## src/rtl/if_stage.sv

```systemverilog
// Instruction-fetch stage: drives the PC into instruction memory and presents {PC+4, instruction} to ID.
// Latency: a word returned with imem_ready in cycle N appears on IF_ID after posedge N (one cycle).
// Backpressure: stall from ID holds IF_ID and the PC; one word already in flight is parked in hold_buf.
//
// Ports:
//   clk, reset_b                  - clock (posedge) and asynchronous active-low reset
//   imem_req/imem_addr            - fetch request and address (always the current PC)
//   imem_ready/imem_rdata         - fetch completion and returned instruction word
//   stall                         - ID hazard bubble; masks the ID-side jump redirects
//   PCSrcJ/jump_address           - ID j/jal redirect
//   PCSrcJR/jr_address            - ID jr/jalr redirect
//   branch_taken/branch_address   - EX resolved-taken branch redirect
//   exception                     - ID exception, redirects to EXC_VECTOR
//   IF_ID/IF_ID_valid             - pipeline register to ID: [63:32] PC+4, [31:0] instruction; zero = bubble
module if_stage #(
    parameter logic [31:0] RESET_PC   = 32'h8000_0000,
    parameter logic [31:0] EXC_VECTOR = 32'h8000_0008
) (
    input  logic        clk,
    input  logic        reset_b,
    output logic        imem_req,
    output logic [31:0] imem_addr,
    input  logic        imem_ready,
    input  logic [31:0] imem_rdata,
    input  logic        stall,
    input  logic        PCSrcJ,
    input  logic [31:0] jump_address,
    input  logic        PCSrcJR,
    input  logic [31:0] jr_address,
    input  logic        branch_taken,
    input  logic [31:0] branch_address,
    input  logic        exception,
    output logic [63:0] IF_ID,
    output logic        IF_ID_valid
);

    typedef enum logic [1:0] {
        FETCH   = 2'd0,
        HOLD    = 2'd1,
        DISCARD = 2'd2
    } state_t;

    typedef struct packed {
        logic [31:0] pc_plus4;
        logic [31:0] instr;
    } if_id_t;

    state_t      state_q, state_d;
    logic [31:0] pc_q, pc_d;
    logic [31:0] pending_pc_q, pending_pc_d;
    if_id_t      hold_buf_q, hold_buf_d;
    if_id_t      if_id_q, if_id_d;
    logic        if_id_valid_q, if_id_valid_d;

    logic [31:0] pc_plus4;
    logic        redir_j;
    logic        redir_jr;
    logic        redirect;
    logic [31:0] redirect_target;
    if_id_t      fetched;

    // Bit 31 marks kernel space and must survive sequential execution,
    // so only the low 31 bits advance (and wrap).
    assign pc_plus4 = {pc_q[31], pc_q[30:0] + 31'd4};
    assign fetched  = '{pc_plus4: pc_plus4, instr: imem_rdata};

    // ID-side jumps belong to the instruction ID is stalling on; they are
    // re-presented once the stall clears. EX branches and exceptions are final.
    assign redir_j  = PCSrcJ & ~stall;
    assign redir_jr = PCSrcJR & ~stall;
    assign redirect = exception | branch_taken | redir_jr | redir_j;

    always_comb begin
        redirect_target = jump_address;
        if (exception) begin
            redirect_target = EXC_VECTOR;
        end else if (branch_taken) begin
            redirect_target = branch_address;
        end else if (redir_jr) begin
            redirect_target = jr_address;
        end
    end

    always_comb begin
        state_d       = state_q;
        pc_d          = pc_q;
        pending_pc_d  = pending_pc_q;
        hold_buf_d    = hold_buf_q;
        if_id_d       = if_id_q;
        if_id_valid_d = if_id_valid_q;

        if (redirect) begin
            // Everything younger than the redirecting instruction is squashed,
            // regardless of stall.
            if_id_d       = '0;
            if_id_valid_d = 1'b0;
            hold_buf_d    = '0;
        end

        case (state_q)
            FETCH: begin
                if (redirect) begin
                    if (imem_ready) begin
                        pc_d    = redirect_target;
                    end else begin
                        // The request at the old PC must run to completion
                        // before the address may change; its data is dropped.
                        pending_pc_d = redirect_target;
                        state_d      = DISCARD;
                    end
                end else if (imem_ready) begin
                    pc_d = pc_plus4;
                    if (!stall) begin
                        if_id_d       = fetched;
                        if_id_valid_d = 1'b1;
                    end else begin
                        hold_buf_d = fetched;
                        state_d    = HOLD;
                    end
                end else if (!stall) begin
                    if_id_d       = '0;
                    if_id_valid_d = 1'b0;
                end
            end

            HOLD: begin
                if (redirect) begin
                    pc_d    = redirect_target;
                    state_d = FETCH;
                end else if (!stall) begin
                    if_id_d       = hold_buf_q;
                    if_id_valid_d = 1'b1;
                    state_d       = FETCH;
                end
            end

            DISCARD: begin
                if_id_d       = '0;
                if_id_valid_d = 1'b0;
                if (redirect) begin
                    pending_pc_d = redirect_target;
                end
                if (imem_ready) begin
                    // A redirect arriving with the completion is the newest
                    // target, so it wins over the stored one.
                    pc_d    = redirect ? redirect_target : pending_pc_q;
                    state_d = FETCH;
                end
            end

            default: begin
                state_d = FETCH;
            end
        endcase
    end

    always_ff @(posedge clk or negedge reset_b) begin
        if (!reset_b) begin
            state_q       <= FETCH;
            pc_q          <= RESET_PC;
            pending_pc_q  <= '0;
            hold_buf_q    <= '0;
            if_id_q       <= '0;
            if_id_valid_q <= 1'b0;
        end else begin
            state_q       <= state_d;
            pc_q          <= pc_d;
            pending_pc_q  <= pending_pc_d;
            hold_buf_q    <= hold_buf_d;
            if_id_q       <= if_id_d;
            if_id_valid_q <= if_id_valid_d;
        end
    end

    // HOLD already owns one fetched word, so no further request is issued.
    assign imem_req    = (state_q != HOLD);
    assign imem_addr   = pc_q;
    assign IF_ID       = if_id_q;
    assign IF_ID_valid = if_id_valid_q;

endmodule

```

## config.mk

```make
export PLATFORM = sky130hd
export DESIGN_NAME = if_stage
export DESIGN_NICKNAME = d
export VERILOG_FILES = /design/src/rtl/if_stage.sv
export SDC_FILE = /design/constraint.sdc
export NUM_CORES = 1
export LEC_CHECK = 0
export BUFFER_PORTS_ARGS = -buffer_cell sky130_fd_sc_hd__buf_2
export CAP_MARGIN = 20
export CORE_AREA = 2 2 266 137
export CTS_CLUSTER_DIAMETER = 40
export DETAILED_ROUTE_END_ITERATION = 6
export DIE_AREA = 0 0 268 139
export HOLD_SLACK_MARGIN = 0.08
export PLACE_DENSITY = 0.61
export RECOVER_POWER = 50
export SETUP_SLACK_MARGIN = 0.2
export SYNTH_ARGS = -nofsm -noshare
export SYNTH_HDL_FRONTEND = slang
export SYNTH_SLANG_ARGS = --single-unit
```

## constraint.sdc

```tcl
create_clock -name clk -period 3.1 [get_ports clk]
set_clock_uncertainty 0.15 [all_clocks]
set_input_delay 0.775 -clock clk [delete_from_list [all_inputs] [get_ports clk]]
set_output_delay 0.775 -clock clk [all_outputs]
set_load 0.03 [all_outputs]
```

==> metrics <==
Gate Count Post-Synth=1155; FF-to-FF setup slack=between 0.2 and 0.3 ns; Synthesized Nets=1296; Layout area overhead=24.1%; register area share after synthesis=47.1%; DP HPWL=approximately 28000 um; vias in the first global route=~10000; Max Cap Viol=1; first-pass GRT wire length=59200 um; Final Net Count=roughly 1500; diode count=0; RR Endpoint=imem_addr[25]$_DFFE_PN0P_; Reg2Reg Launch Point=state_q[0]$_DFFE_PN0P_; Overall Power=9840 uW; DRT iter0 DRCs=943; violated checks=capacitance limit, slew limit; worst vdd ir=around 0.33 mV; Routed Antenna Nets=0; sink of the worst hold path=IF_ID[11]$_DFF_PN0_; Post-synth EDFFs=0; crit path time final=2.85 ns; GRT Total Usage=around 21%; RSZ-0062 raised after global routing=yes; CTS HTree Levels=4; largest net degree at the start of global routing=85; post-route setup TNS=0 ns; Worst Min Path Start=IF_ID[11]$_DFF_PN0_; starting density of the core=between 20% and 30%; Final period util=slightly above 90%; Final Hold Fails=0; layout cell share with drive strength beyond 1=approximately a quarter; R2R depth=7; WL final=38100 um; port bufs=approximately 230; Die ar.=approximately 0.037 mm^2; hold depth=2; CTS tree=done; Num CTS Buffers=17; area leader, netlist=dfrtp_1; ys async rst share=100%; Leakage=approximately 0.0054 uW; vias=10297; Crit Path Category=register to register; clock sink total=195; Row Count=just under 50; Final Util=36.6%; worst relative slew slack=-11.3%; First-pass DRT Iterations=5; Root Buffer=clkbuf_16; critical path data arrival time=between 3 and 4 ns; io pins=roughly 230; worst hold path type=register to register; Avg Vias per Cell=about 5.5; clk_lat worst skew=about 0.45 ns; Worst-path clk slew=~0.08 ns; Placed Area=roughly 0.012 mm^2; setup bufs post-CTS=0; antenna violations before repair=0; most used flip-flop cell after synthesis=dfrtp_1; Least-Margin Pin Slew=~1.7 ns; die width=between 200 and 300 um; Yosys warnings=0; Critical Path Source Type=register; DP Cell Count=1833; worst-path fanout max=10; cell area power density=roughly 770 mW/mm^2; Slew Limit Fails=61; Yosys reg bits=195; Core ar.=roughly 0.035 mm^2; Final setup violation count=0; PostCTS Resize Cnt=0; Mapped Area=~0.010 mm^2; Worst Setup End Kind=register; post-layout instance area=0.0129 mm^2; synth top area cells=dfrtp_1, nand2_1, o21ai_0; DRC=0; achievable frequency=0.351 GHz; status=finished, violations left; Die Ht=between 100 and 150 um; Worst Path Required=~3.3 ns; non-filler instance count after layout=about 1900; Mapped Avg Cell Area=between 8 and 9 um^2; Synth cell types=70; clock buffer depth=2; WL/cell=between 20 and 25 um; GP Congestion=roughly 0.91; hold_buf cts=0; GRT Residual Overflow=0; area share of the largest cell type after synthesis=a little under half; # fillers=3573
-- area by class of cell --
cell class / count / area, um^2 / share of cell area (%)
multi-input combinational: 841 / 5040 / 39.2
sequential: 195 / 4880 / 38.0
timing repair buffer: 297 / 1680 / 13.1
tap: 484 / 606 / 4.71
clock buffer: 18 / 439 / 3.41
clock inverter: 13 / 154 / 1.20
inverter: 16 / 60.1 / 0.467
-- layout by cell type, fill, tap and decap left out, types with 6 or more instances in the layout --
cell	Yosys	layout
buf_4	0	54
inv_1	15	15
clkbuf_1	66	49
a22oi_1	67	67
xnor2_1	15	15
xor2_1	10	10
nand4_1	9	9
nand2_1	184	182
a311oi_1	14	14
nor4_1	20	20
nand2b_1	6	6
a31oi_1	11	11
nand3_1	17	16
dfrtp_1	194	194
a211oi_1	30	30
buf_2	27	183
nor2_1	79	77
a21oi_1	73	73
a221oi_1	23	23
o31ai_1	10	10
and3b_1	9	9
clkbuf_16	0	17
nor3_1	38	38
or4_1	8	7
buf_12	0	8
mux2_2	23	23
clkinvlp_4	0	6
o21ai_0	101	101
and3_1	6	6
-- sequential cells by signal, summed over array words and instances (netlist names) --
name          flops
hold_buf_q       64
pending_pc_q     32
IF_ID            64
state_q           2
imem_addr        32
IF_ID_valid       1
-- worst max-delay path: stages (launching register included) --
cell and delay, ns:
dfrtp_1 0.43, inv_1 0.11, ha_1 0.36, o21ba_2 0.32, a311o_1 0.49, nor2_1 0.55, o21ai_0 0.18, o211a_1 0.15
-- synthesized netlist by cell type (3+ instances only) --
| master | n |
|---|---|
| buf_2 | 27 |
| a311oi_1 | 14 |
| ha_1 | 5 |
| nand2_1 | 184 |
| o22ai_1 | 4 |
| nand4_1 | 9 |
| o21ai_0 | 101 |
| nor4_1 | 20 |
| a21oi_1 | 73 |
| a211oi_1 | 30 |
| clkbuf_1 | 66 |
| a21o_1 | 4 |
| a221o_1 | 3 |
| nor2b_1 | 4 |
| or4b_2 | 3 |
| nand2b_1 | 6 |
| nand3_1 | 17 |
| or4_1 | 8 |
| and4_1 | 3 |
| o31ai_1 | 10 |
| or3_1 | 3 |
| and3b_1 | 9 |
| and3_1 | 6 |
| a2bb2oi_1 | 3 |
| dfrtp_1 | 194 |
| nor3_1 | 38 |
| a22oi_1 | 67 |
| a221oi_1 | 23 |
| mux2_2 | 23 |
| buf_1 | 10 |
| o2bb2ai_1 | 5 |
| mux2i_1 | 3 |
| a31oi_1 | 11 |
| o41ai_1 | 3 |
| inv_1 | 15 |
| o21a_1 | 5 |
| and2_1 | 4 |
| nor2_1 | 79 |
| xor2_1 | 10 |
| xnor2_1 | 15 |
| or4_4 | 3 |
-- logic make-up (layout without fill, tap and decap cells) --
family | count (synthesis) | after routing | share of synthesized area, %
AOI/OAI and AO/OA | 376 | 376 | 23.8
xor gates and xnor gates | 25 | 25 | 2.11
adders and majority gates | 5 | 5 | 0.604
buffers and inverters | 119 | 344 | 4.64
DFF | 195 | 195 | 47.1
muxes | 26 | 26 | 2.79
and+or+nand+nor | 409 | 409 | 18.9
-- stage by stage --
step	hold WS, ns	setup slack, ns
6_report	0.330	0.252
5_1_grt	0.350	0.141
4_1_cts	0.166	0.203
3_5_place_dp	0.315	0.130
3_3_place_gp	0.309	0.147
2_1_floorplan	0.293	0.512
-- power breakdown --
group | switching, uW | internal (uW)
sequential | 548 | 2980
clock | 1100 | 1220
combinational | 2600 | 1390
total | 4250 | 5590
-- worst max-delay path by stage --
stage / depth (start not counted) / start / end
after floorplan: 7 / imem_addr[2]$_DFFE_PN0P_ / imem_addr[22]$_DFFE_PN0P_
after global placement: 9 / PCSrcJR / imem_addr[27]$_DFFE_PN0P_
after detailed placement: 6 / stall / imem_addr[25]$_DFFE_PN0P_
after CTS: 7 / state_q[0]$_DFFE_PN0P_ / imem_addr[25]$_DFFE_PN0P_
after global routing: 2 / reset_b / IF_ID[23]$_DFF_PN0_
final: 7 / state_q[0]$_DFFE_PN0P_ / imem_addr[25]$_DFFE_PN0P_
-- layer usage --
metal	part of all wire, %	GRT usage, %
met3	8.1	4.76
met5	0	0
met2	42	28.6
met1	48	31.5
met4	1.7	5.67
(Power assumes the default switching activity.)
